===== src/rtl/fetch_unit.sv =====
// Fetch stage: PC register, one-entry instruction register with valid/ready
// handoff to decode, branch redirect and sticky fault on bad fetch address.
module fetch_unit #(
  parameter logic [31:0] RESET_PC  = 32'h0000_0000,
  parameter int unsigned MEM_BYTES = 256
) (
  input  logic        CLK,
  input  logic        RESET,
  output logic [31:0] A,
  input  logic [31:0] RD,
  input  logic        Branch,
  input  logic [31:0] BranchTarget,
  input  logic        DecReady,
  output logic [31:0] Instr,
  output logic [31:0] InstrPC,
  output logic [31:0] PCPlus8,
  output logic        InstrValid,
  output logic        Fault
);

  localparam logic [31:0] LAST_PC = 32'(MEM_BYTES - 4);

  localparam logic [1:0] S_IDLE  = 2'd0;
  localparam logic [1:0] S_FETCH = 2'd1;
  localparam logic [1:0] S_HALT  = 2'd2;

  logic [1:0]  state_q, state_d;
  logic [31:0] pc_q, pc_d;
  logic [31:0] instr_q, instr_d;
  logic [31:0] ipc_q, ipc_d;
  logic        valid_q, valid_d;
  logic        fault_q, fault_d;
  logic        load;

  assign load = !valid_q || DecReady;

  always_comb begin
    state_d = state_q;
    pc_d    = pc_q;
    instr_d = instr_q;
    ipc_d   = ipc_q;
    valid_d = valid_q;
    fault_d = fault_q;
    unique case (state_q)
      S_IDLE: state_d = S_FETCH;
      S_FETCH: begin
        if (Branch && (BranchTarget[1:0] != 2'b00)) begin
          state_d = S_HALT;
          fault_d = 1'b1;
          valid_d = 1'b0;
        end else if (Branch) begin
          // Redirect flushes any held wrong-path word, stalled or not.
          pc_d    = BranchTarget;
          valid_d = 1'b0;
        end else if (load && (pc_q > LAST_PC)) begin
          state_d = S_HALT;
          fault_d = 1'b1;
          valid_d = 1'b0;
        end else if (load) begin
          instr_d = RD;
          ipc_d   = pc_q;
          valid_d = 1'b1;
          pc_d    = pc_q + 32'd4;
        end
      end
      S_HALT: state_d = S_HALT;
      default: state_d = S_IDLE;
    endcase
  end

  always_ff @(posedge CLK) begin
    if (RESET) begin
      state_q <= S_IDLE;
      pc_q    <= RESET_PC;
      instr_q <= 32'd0;
      ipc_q   <= 32'd0;
      valid_q <= 1'b0;
      fault_q <= 1'b0;
    end else begin
      state_q <= state_d;
      pc_q    <= pc_d;
      instr_q <= instr_d;
      ipc_q   <= ipc_d;
      valid_q <= valid_d;
      fault_q <= fault_d;
    end
  end

  assign A          = pc_q;
  assign Instr      = instr_q;
  assign InstrPC    = ipc_q;
  assign PCPlus8    = ipc_q + 32'd8;
  assign InstrValid = valid_q;
  assign Fault      = fault_q;

endmodule


===== config.mk =====
export PLATFORM = sky130hd
export DESIGN_NAME = fetch_unit
export DESIGN_NICKNAME = d
export VERILOG_FILES = /design/src/rtl/fetch_unit.sv
export SDC_FILE = /design/constraint.sdc
export NUM_CORES = 1
export LEC_CHECK = 0
export ABC_AREA = 1
export BUFFER_PORTS_ARGS = -buffer_cell sky130_fd_sc_hd__buf_4
export CAP_MARGIN = 25
export CORE_MARGIN = 2
export CORE_UTILIZATION = 45
export CTS_CLUSTER_DIAMETER = 40
export DETAILED_ROUTE_END_ITERATION = 7
export PLACE_DENSITY = 0.86
export SLEW_MARGIN = 10
export SYNTH_ARGS = -nofsm -noshare
export SYNTH_HDL_FRONTEND = slang
export SYNTH_SLANG_ARGS = --single-unit

===== constraint.sdc =====
create_clock -name CLK -period 1.8 [get_ports CLK]
set_input_delay 0.36 -clock CLK [delete_from_list [all_inputs] [get_ports CLK]]
set_output_delay 0.36 -clock CLK [all_outputs]
set_load 0.005 [all_outputs]

* After elaboration in Yosys (flattened, before gate mapping)
Cells that the tools add are included.
** Word-level totals
- Register bits after elaboration :: 100
- Bits in latches :: 0
- Bits in writable memories :: 0
- Memory bits (read-only) :: 0
- Bits of input ports :: 68
- Word-level logic and storage cells :: 46
- Memories kept :: 0
** Cells by class
- Add/sub/neg operators :: 2
- $mul :: 0
- Divide/modulo/power cells :: 0
- $lt $le $gt $ge :: 1
- Eq/ne operators :: 6
- Shifts and indexed selects :: 0
- Multiplexer cells :: 14
- Bitwise logic cells :: 3
- Reductions and logical operators :: 14
** Operators by type and width (count)
- 32-bit two-way mux :: 3
- 32-bit by 3-bit adder with 32-bit output (second input constant) :: 1
- 32-bit by 4-bit adder with 32-bit output (second input constant) :: 1
- 32-bit by 8-bit > comparator with 1-bit output (second input constant) :: 1
- 1-bit two-way mux :: 7
- 2-bit two-way mux :: 3
- 3-bit inequality test (second input constant) :: 2
- 2-bit one-hot mux with 3 select lines :: 1
- 2-bit nonzero test :: 3
- 5-bit AND reduction :: 1
- 2-bit AND reduction :: 2
- 4-bit AND reduction :: 1
- 4-bit nonzero test :: 1
- 1-bit NOT :: 3
- 3-bit AND reduction :: 1
- 2-bit by 1-bit == test with 1-bit output (second input constant) :: 1
- 2-bit == test (second input constant) :: 1
- 1-bit logical AND :: 2
- 2-bit logical NOT :: 1
- 2-bit by 1-bit inequality test with 1-bit output (second input constant) :: 1
- 2-bit inequality test (second input constant) :: 1
- 1-bit logical NOT :: 1
- 1-bit logical OR :: 1

* Longest topological paths before layout
Gate-level depths: netlist (run 1).
- Depth after elaboration :: 7
- Gate-level depth with buffers :: 12
- Gate-level depth less buffers :: 12

* Worst setup path before layout (run 1)
OpenSTA, ideal clock, no wires.
- Path kind :: reg-to-output
- Start :: register ipc_q[3] (netlist: InstrPC[3])
- End :: output port PCPlus8[27]
- Arrival time :: 1.581 ns
- Required time :: 1.440 ns
- Slack :: -0.141 ns
- Cell stages (with the launch flop) :: 11
- Buffers on the path :: 0
- Path through :: dfxtp_1 ha_1 nand3_2 nor2_2 nand2_2 nor2_4 nand2_2 nor2_2 nand2_1 nor2_1 xor2_1
** On the way
- Longest elaborated chain between the ends :: 1
** RTL lines
- start: declaration :: line 30 : logic [31:0] ipc_q, ipc_d;
- start signal: assignment :: line 83 : ipc_q <= ipc_d;
- 32-bit by 4-bit adder with 32-bit output :: line 92 : assign PCPlus8 = ipc_q + 32'd8;
- end: declaration :: line 16 : output logic [31:0] PCPlus8,
No other way between the ends.

* Worst setup path in the final report (run 1)
- Start :: register ipc_q[5] (netlist: InstrPC[5])
- End :: output port PCPlus8[30]
Same word-level chain as after synthesis.

==> results.tsv, run 1 <==
stage	metric	value	unit
global_routing	grt_pass1_vias	5495	
timing	min_period_over_period	128	%
floorplan	rows	39	
placed_design	placed_area	7430	µm²
setup_path	cp_max_fo	5	
synth	yosysWarnings	0	
timing	post-route-worst-setup-slack	-0.508	ns
global_routing	grt_max_degree	52	
routing	drc_errors	0	
timing	fin_skew	0.00710	ns
floorplan	die_w	112	µm
synth	syn_area_per_cell	6.74	µm²
layout	fin_nets	1115	
floorplan	core	11400	µm²
synth	synthFlopType	dfxtp_1	
timing	slew_headroom	74.7	%
placed_design	gp_congestion	0.951	
timing	tns	-7.90	ns
synth	ys_types	38	
clocking	cts_hold_buf	0	
clocking	clock-root-buffer	clkbuf_16	
synth	syn_area	5240	µm²
timing	fmax	433	MHz
power_and_ir_drop	p_int	5500	µW
routing	num_vias	6022	
routing	ant_nets	0	
global_routing	grt_use_total	26.3	%
clocking	clkTransAtPathRegs	0.07	ns
routing	wirelength	17800	µm
global_routing	grt-ovfl-total	0	
clocking	clock-sinks	100	
routing	drt-wirelength-per-cell	15.0	µm
power_and_ir_drop	seqPwrFrac	35.4	%
floorplan	boundaryPins	198	
clocking	insertion_delay	0.35	ns
timing	rsz0062_at_grt	true	
power_and_ir_drop	p_comb_share	40.9	%
synth	synth_largest_area_cell	dfxtp_1	
synth	synthArstFlopShare	0	%
synth	synth-edff-count	0	
layout	antennaDiodeCount	0	
synth	synth.top_cell.area_share	38.2	%
layout	fillers	885	
floorplan	start_util	46.1	%
clocking	cts_inserted_buffers	9	
power_and_ir_drop	peakVddDrop	593	µV
routing	avgViaCountPerCell	5.06	
outcome	violations	setup timing	
timing	worst_slew_pin_slew	0.379	ns
outcome	status	finished with violations	
layout	utilization	71.8	%
clocking	cts_tree	yes	
setup_path	worstSetupStartpointType	register	
clocking	cts_max_level	3	
placed_design	io_buffers	197	
setup_path	critical_path_class	reg -> out	
clocking	clk_path_buf_depth	2	
synth	yosys-top-cells-area	dfxtp_1, nand2_1, inv_1	
floorplan	dieHeight	112	µm
power_and_ir_drop	p_per_area	1040	nW/µm²
power_and_ir_drop	swShare	35.3	%
layout	final_area	8170	µm²
power_and_ir_drop	p_clk_share	23.6	%
timing	finalSetupViolations	24	
timing	slew_violations	0	
setup_path	crit_arrival	1.95	ns
run	drv_cap	0	
synth	ys_ff_latch	100	
timing	whs	0.290	ns
min_path	hold_path.class	in -> reg	
layout	area_growth	55.9	%
floorplan	die-area	12500	µm²
routing	drt_iter0_markers	453	
layout	regArea	2030	µm²
timing	finalHoldViolCount	0	
placed_design	dpl.hpwl	12500	µm
layout	drive_gt1_share	38.7	%
placed_design	dp_slack	-0.138	ns
routing	firstDrtPassIters	6	
power_and_ir_drop	power.switching	3000	µW
power_and_ir_drop	cellLeakagePower	0.00388	µW
setup_path	worstSetupEndpointType	primary output	
layout	multi_input_area	2920	µm²
synth	syn_inst	777	
global_routing	grt_first_pass_wirelength	26700	µm
setup_path	required	1.44	ns
synth	synth_nets	849	
synth	seq_area_frac_synth	38.2	%
timing	min_period	2.31	ns
global_routing	grt_antenna_before_repair	0	
==> placed cells by master, fill, tap and decap left out, types with 3 or more instances in the layout <==
cell / n
nand2_1: 170
a21oi_2: 10
o21ai_0: 61
or2_2: 5
inv_2: 8
nand3_1: 52
nand2_4: 4
dfxtp_2: 9
xnor2_1: 8
buf_12: 8
nor3_1: 5
buf_6: 3
nor2_1: 74
inv_6: 3
nand3_2: 4
xor2_1: 19
nor2_4: 11
nand4_1: 4
dfxtp_1: 87
buf_4: 277
nor2_2: 6
nand3_4: 3
clkbuf_16: 11
nand2_2: 19
a21oi_1: 52
dfxtp_4: 4
inv_1: 102
==> what timing repair did <==
action | in CTS | in global routing
gates resized for setup | 22 | 53
setup buffers | 7 | 5
pin swaps | 12 | 19
setup endpoints to repair | 24 | 70
hold endpoints to repair | 0 | 0
cloned | 0 | 3
==> final timing paths <==
check / cells after the start / slack (ns) / from / end
setup / recovery: 9 / -0.51 / InstrPC[5] / PCPlus8[30]
hold / removal: 3 / 0.29 / RD[21] / Instr[21]
setup reg to reg: 10 / 0 / A[27] / A[18]
hold reg to reg: 2 / 0.44 / Instr[30] / Instr[30]
==> metal layers <==
metal	vias to the layer above	share of wire, %	track usage [%]
li1	2962	-	-
met2	284	49	45.5
met4	0	4.0	13.3
met5	-	0	0
met1	2716	39	32.1
met3	60	7.6	3.27
==> cells by family (layout without fill, tap and decap cells) <==
family	after synthesis	count (layout)	share of synthesized area (%)
compound gates	129	129	13.1
xor+xnor	31	31	5.18
simple gates	368	368	31.1
buf+inv	145	416	11.5
fa+ha+maj	4	4	0.955
flops	100	100	38.2
==> power groups by stage <==
| stage | Sequential [µW] | Clock (µW) | Combinational (µW) |
|---|---|---|---|
| finish | 3010 | 2010 | 3480 |
| global route | 3070 | 2130 | 3780 |
| CTS | 2980 | 2040 | 3130 |
| detailed placement | 3020 | 0 | 3100 |
| global placement | 3000 | 0 | 3020 |
| floorplan | 3090 | 0 | 1450 |
==> registers in the layout, indices dropped and copies added (netlist names) <==
register / count
InstrPC: 32
A: 32
Fault: 1
state_q: 2
Instr: 32
InstrValid: 1
==> cell usage after synthesis (2+ instances only) <==
cell type,count
nand2_1,181
inv_1,105
dfxtp_1,100
nor2_1,84
o21ai_0,61
nand3_1,56
a21oi_1,55
xor2_1,21
clkbuf_1,14
nand2_2,11
buf_2,10
xnor2_1,10
buf_4,9
a21oi_2,8
nor3_1,8
or2_2,5
ha_1,4
nand4_1,4
nor2_2,4
inv_2,3
nand3_2,3
nor2_4,3
clkinv_1,2
nand4_2,2
==> cell type report <==
cell class	count	share of cell area (%)
clock inverter	7	0.981
timing repair buffer	290	28.5
sequential	100	24.8
tap	143	2.19
inverter	110	5.06
multi-input combinational	532	35.7
clock buffer	9	2.76
==> stage by stage <==
stage / instances / total power [µW]
after floorplan: 777 / 4540
after global routing: 1191 / 8970
after global placement: 1161 / 6020
final: 1191 / 8500
after CTS: 1183 / 8150
after detailed placement: 1161 / 6120
==> worst max-delay path: stages (launching register included) <==
cell,delay (ns)
dfxtp_4,0.37
nand3_2,0.12
nor2_4,0.11
nand3_2,0.11
nor2_4,0.23
nand4_4,0.18
inv_1,0.09
nand2_1,0.07
xnor2_1,0.18
buf_4,0.15
Power figures use the tool's default switching activity.
==> run 2: changes to the inputs <==
Settings changed: CORE_MARGIN 2 to 4, CORE_UTILIZATION 45 to 41, PLACE_DENSITY 0.86 to 0.78.
Clock period 1.8 ns to 2.4 ns, I/O delays scaled along.
==> run 2 against run 1 <==
- the flow still finishes with violations (setup timing)
- die area rose by 17%
- critical path depth fell by 1
- design area fell by 9.4%
- flip-flop and latch count did not move
- critical endpoint is now PCPlus8[26]
- largest cell class unchanged
==> results.tsv, run 2 (same netlist as run 1, synthesis figures left out) <==
stage	metric	value	unit
setup_path	required	1.92	ns
layout	drive_gt1_share	31.1	%
layout	area_growth	41.2	%
timing	finalSetupViolations	1	
clocking	clock-root-buffer	clkbuf_16	
clocking	insertion_delay	0.34	ns
clocking	clkTransAtPathRegs	0.08	ns
global_routing	grt_antenna_before_repair	0	
floorplan	dieHeight	121	µm
timing	min_period	2.41	ns
global_routing	grt_use_total	20.9	%
floorplan	boundaryPins	198	
clocking	cts_inserted_buffers	9	
outcome	status	finished with violations	
clocking	cts_tree	yes	
timing	finalHoldViolCount	0	
min_path	worstHoldStart	RD[19]	
layout	fin_nets	1049	
timing	fin_skew	0.0105	ns
clocking	cts_hold_buf	0	
setup_path	cp_max_fo	5	
setup_path	worstSetupEndpointType	primary output	
global_routing	grt-ovfl-total	0	
layout	utilization	58.9	%
timing	min_period_over_period	100	%
setup_path	r2r-start	A[2]	
clocking	cts_max_level	3	
routing	num_vias	5485	
placed_design	dpl.hpwl	11900	µm
global_routing	grt_max_degree	57	
setup_path	critPathLaunch	InstrPC[5]	
floorplan	core	12600	µm²
timing	post-route-worst-setup-slack	-0.00668	ns
power_and_ir_drop	power.total	5870	µW
power_and_ir_drop	peakVddDrop	461	µV
timing	rsz0062_at_grt	true	
routing	wirelength	15900	µm
power_and_ir_drop	p_per_area	794	nW/µm²
routing	ant_nets	0	
placed_design	gp_congestion	0.923	
floorplan	die-area	14600	µm²
timing	slew_violations	0	
floorplan	die_w	121	µm
global_routing	grt_first_pass_wirelength	24800	µm
outcome	violations	setup timing	
setup_path	crit_arrival	1.93	ns
timing	fmax	416	MHz
min_path	hold_path.class	in -> reg	
global_routing	grt_pass1_vias	5033	
timing	slew_headroom	67.2	%
layout	antennaDiodeCount	0	
setup_path	worstSetupStartpointType	register	
clocking	clk_path_buf_depth	2	
floorplan	start_util	41.7	%
placed_design	io_buffers	197	
routing	firstDrtPassIters	5	
clocking	clock-sinks	100	
layout	layout_commonest_cell	buf_4	
power_and_ir_drop	cellLeakagePower	0.00342	µW
routing	drc_errors	0	
setup_path	critical_path_class	reg -> out	
timing	worst_slew_pin_slew	0.492	ns
routing	drt_iter0_markers	416	
layout	final_cell_mix	buf_4, nand2_1, inv_1, dfxtp_1, nor2_1	
routing	avgViaCountPerCell	4.75	
routing	drt-wirelength-per-cell	13.8	µm
run	drv_cap	0	
floorplan	rows	41	
run 2: changes by cell type in the layout (fill, tap and decap cells not counted), sizes merged:
cell,delta
clkinv,+1
clkbuf,-2
buf,-64
clkinvlp,-1
run 2: layer usage:
layer,routed length [µm],vias to the layer above,global-route usage (%)
li1,-,2831,-
met1,6640,2426,26.2
met2,7750,198,35.7
met3,1120,30,3.03
met4,374,0,8.64
met5,0,-,0
run 2: metrics by stage:
stage	hold WS, ns	setup TNS, ns	instance area, µm²	std cells	setup slack [ns]
global route	0.428	-0.482	7400	1154	-0.110
detailed placement	0.437	0	6910	1130	0.0760
CTS	0.403	-0.0267	7340	1154	-0.0251
finish	0.414	-0.00668	7400	1154	-0.00668
global placement	0.432	0	6910	1130	0.173
floorplan	0.440	0	5240	777	0.339
run 2: final timing paths:
check	slack, ns	depth (start not counted)	end
worst max-delay path	-0.007	8	PCPlus8[26]
worst max register to register	0.43	10	Instr[25]
worst min register to register	0.45	2	Instr[27]
worst min-delay path	0.41	3	Instr[19]
run 2: cell type report:
type | instances | area (µm²)
clock buffer | 9 | 225
clock inverter | 7 | 90.1
fill | 1175 | 5170
inverter | 110 | 413
multi-input combinational | 532 | 2740
sequential | 100 | 2020
tap | 172 | 215
timing repair buffer | 224 | 1690
run 2: report_power, final:
part	switching, µW	internal, µW
clock network	698	841
logic	1050	953
registers	325	2000
total	2080	3800
run 2: repair_timing:
item,in CTS,in global routing
gates resized for setup,16,15
setup buffers,8,0
pin swaps,6,8
cloned,0,0
setup endpoints to repair,10,10
run 2: critical path, cell delays in order (launching register included):
cell and delay, ns:
dfxtp_4 0.39, nand3_1 0.13, nor2_2 0.15, nand3_2 0.12, nor2_4 0.20, nand4_4 0.15
nor2_2 0.12, xor2_1 0.18, buf_4 0.14
==> run 3: changes to the inputs <==
Settings changed: SLEW_MARGIN 10 to 20, TNS_END_PERCENT set to 10.
==> run 3 against run 2 <==
- the run still ends with setup timing left
- sequential share of layout area up 0.10 points
- non-clock buffer count is 1 lower
- first-iteration DRC count down 3.8%
- register-to-register slack hardly changed
- combinational power about the same
- clock skew barely moved
- design area down 0.51%
- global-route usage is 0.12 points lower
- die area did not move
- flip-flop and latch count is the same
- critical path type unchanged
- largest cell class unchanged
==> results.tsv, run 3 (same netlist as run 1, synthesis figures left out) <==
stage	metric	value	unit
outcome	status	finished with violations	
outcome	violations	setup timing	
routing	drc_errors	0	
setup_path	cp_slowest_cell	dfxtp_4	
setup_path	slowest_delay	0.38	ns
routing	wirelength	15800	µm
placed_design	dpl.hpwl	11900	µm
layout	drive_gt1_share	30.4	%
placed_design	placed_area	6910	µm²
setup_path	critical_path_class	reg -> out	
setup_path	worstSetupEndpointType	primary output	
timing	fin_skew	0.0103	ns
clocking	clkTransAtPathRegs	0.08	ns
timing	worst_slew_pin_slew	0.478	ns
layout	antennaDiodeCount	0	
setup_path	cp_max_fo	4	
timing	finalSetupViolations	5	
floorplan	core	12600	µm²
floorplan	die-area	14600	µm²
floorplan	rows	41	
setup_path	r2r_cells	10	
setup_path	crit_arrival	1.97	ns
power_and_ir_drop	power.total	5870	µW
global_routing	grt-ovfl-total	0	
layout	regArea	2020	µm²
layout	area_growth	40.5	%
clocking	insertion_delay	0.34	ns
layout	final_cell_mix	buf_4, nand2_1, inv_1, dfxtp_1, nor2_1	
layout	fin_nets	1048	
power_and_ir_drop	cellLeakagePower	0.00339	µW
placed_design	dp_cells	1130	
clocking	cts_hold_buf	0	
routing	drt_iter0_markers	400	
timing	min_period	2.45	ns
power_and_ir_drop	p_per_area	797	nW/µm²
routing	firstDrtPassIters	4	
global_routing	grt_first_pass_wirelength	24700	µm
layout	layout_commonest_cell	buf_4	
timing	slew_violations	0	
timing	rsz0062_at_grt	true	
min_path	hold_path.class	in -> reg	
layout	multi_input_area	2720	µm²
clocking	cts_tree	yes	
floorplan	dieHeight	121	µm
routing	num_vias	5462	
layout	utilization	58.6	%
timing	min_period_over_period	102	%
layout	final_cells	1153	
timing	slew_headroom	67.8	%
layout	final_area	7360	µm²
global_routing	grt_pass1_vias	4978	
timing	fmax	407	MHz
placed_design	dp_slack	0.0760	ns
global_routing	grt_max_degree	57	
floorplan	die_w	121	µm
power_and_ir_drop	peakVddDrop	460	µV
timing	finalHoldViolCount	0	
setup_path	worstSetupStartpointType	register	
placed_design	gp_congestion	0.923	
setup_path	required	1.92	ns
run	drv_cap	0	
timing	post-route-worst-setup-slack	-0.0542	ns
clocking	clock-sinks	100	
clocking	cts_max_level	3	
setup_path	cpMostUsedCell	nor2_4	
clocking	clk_path_buf_depth	2	
placed_design	io_buffers	197	
min_path	min_path_cells	3	
routing	drt-wirelength-per-cell	13.7	µm
routing	avgViaCountPerCell	4.74	
global_routing	grt_antenna_before_repair	0	
setup_path	path_cells	ha_4 > nand3_4 > nor2_4 > nand2_2 > nor2_4 > nand2_2 > nor2_4 > nand2_4 > nor2_4 > xor2_1 > buf_4	
clocking	clock-root-buffer	clkbuf_16	
floorplan	boundaryPins	198	
global_routing	grt_use_total	20.7	%
layout	fillers	1180	
floorplan	start_util	41.7	%
clocking	cts_inserted_buffers	9	
routing	ant_nets	0	
-- run 3: final cells by class --
| class | count | area share [%] |
|---|---|---|
| clock buffers | 9 | 3.06 |
| clock inverters | 7 | 1.22 |
| inverters | 110 | 5.61 |
| multi-input cells | 532 | 36.9 |
| flip-flops and latches | 100 | 27.4 |
| well taps | 172 | 2.92 |
| repair buffers | 223 | 22.9 |
-- run 3: layer usage --
layer / global-route usage (%) / part of all wire, % / vias up
met3: 3.12 / 6.6 / 28
met1: 26.1 / 42 / 2422
li1: - / - / 2832
met2: 35.4 / 49 / 180
met4: 8.43 / 2.3 / 0
met5: 0 / 0 / -
-- run 3: worst max-delay path: cells and delay by family (launching register included) --
kind | cells | cell delay [ns]
xor+xnor | 1 | 0.14
fa+ha+maj | 1 | 0.16
buf+inv | 1 | 0.12
flops | 1 | 0.38
simple gates | 8 | 0.84
-- run 3: power breakdown --
| group | leakage (µW) | switching, µW | internal [µW] |
|---|---|---|---|
| clock network | 0.000156 | 695 | 841 |
| registers | 0.000813 | 323 | 2000 |
| logic | 0.00242 | 1050 | 955 |
-- run 3: worst paths after layout --
path                            startpoint           to  slack [ns]
worst max-delay path            InstrPC[4]  PCPlus8[31]       -0.05
worst min-delay path                RD[14]    Instr[14]        0.42
worst max register to register        A[2]    Instr[25]        0.43
worst min register to register   Instr[27]    Instr[27]        0.45
-- run 3: through the flow --
stage / setup TNS (ns) / hold WS (ns)
final: -0.162 / 0.415
after floorplan: 0 / 0.440
after CTS: -0.133 / 0.403
after detailed placement: 0 / 0.437
after global routing: -0.925 / 0.428
after global placement: 0 / 0.432
-- run 3: repair_timing --
| item | in CTS | in global routing |
|---|---|---|
| setup buffers | 4 | 3 |
| setup endpoints to repair | 10 | 10 |
| resized for setup | 14 | 10 |
| pin swaps | 4 | 6 |
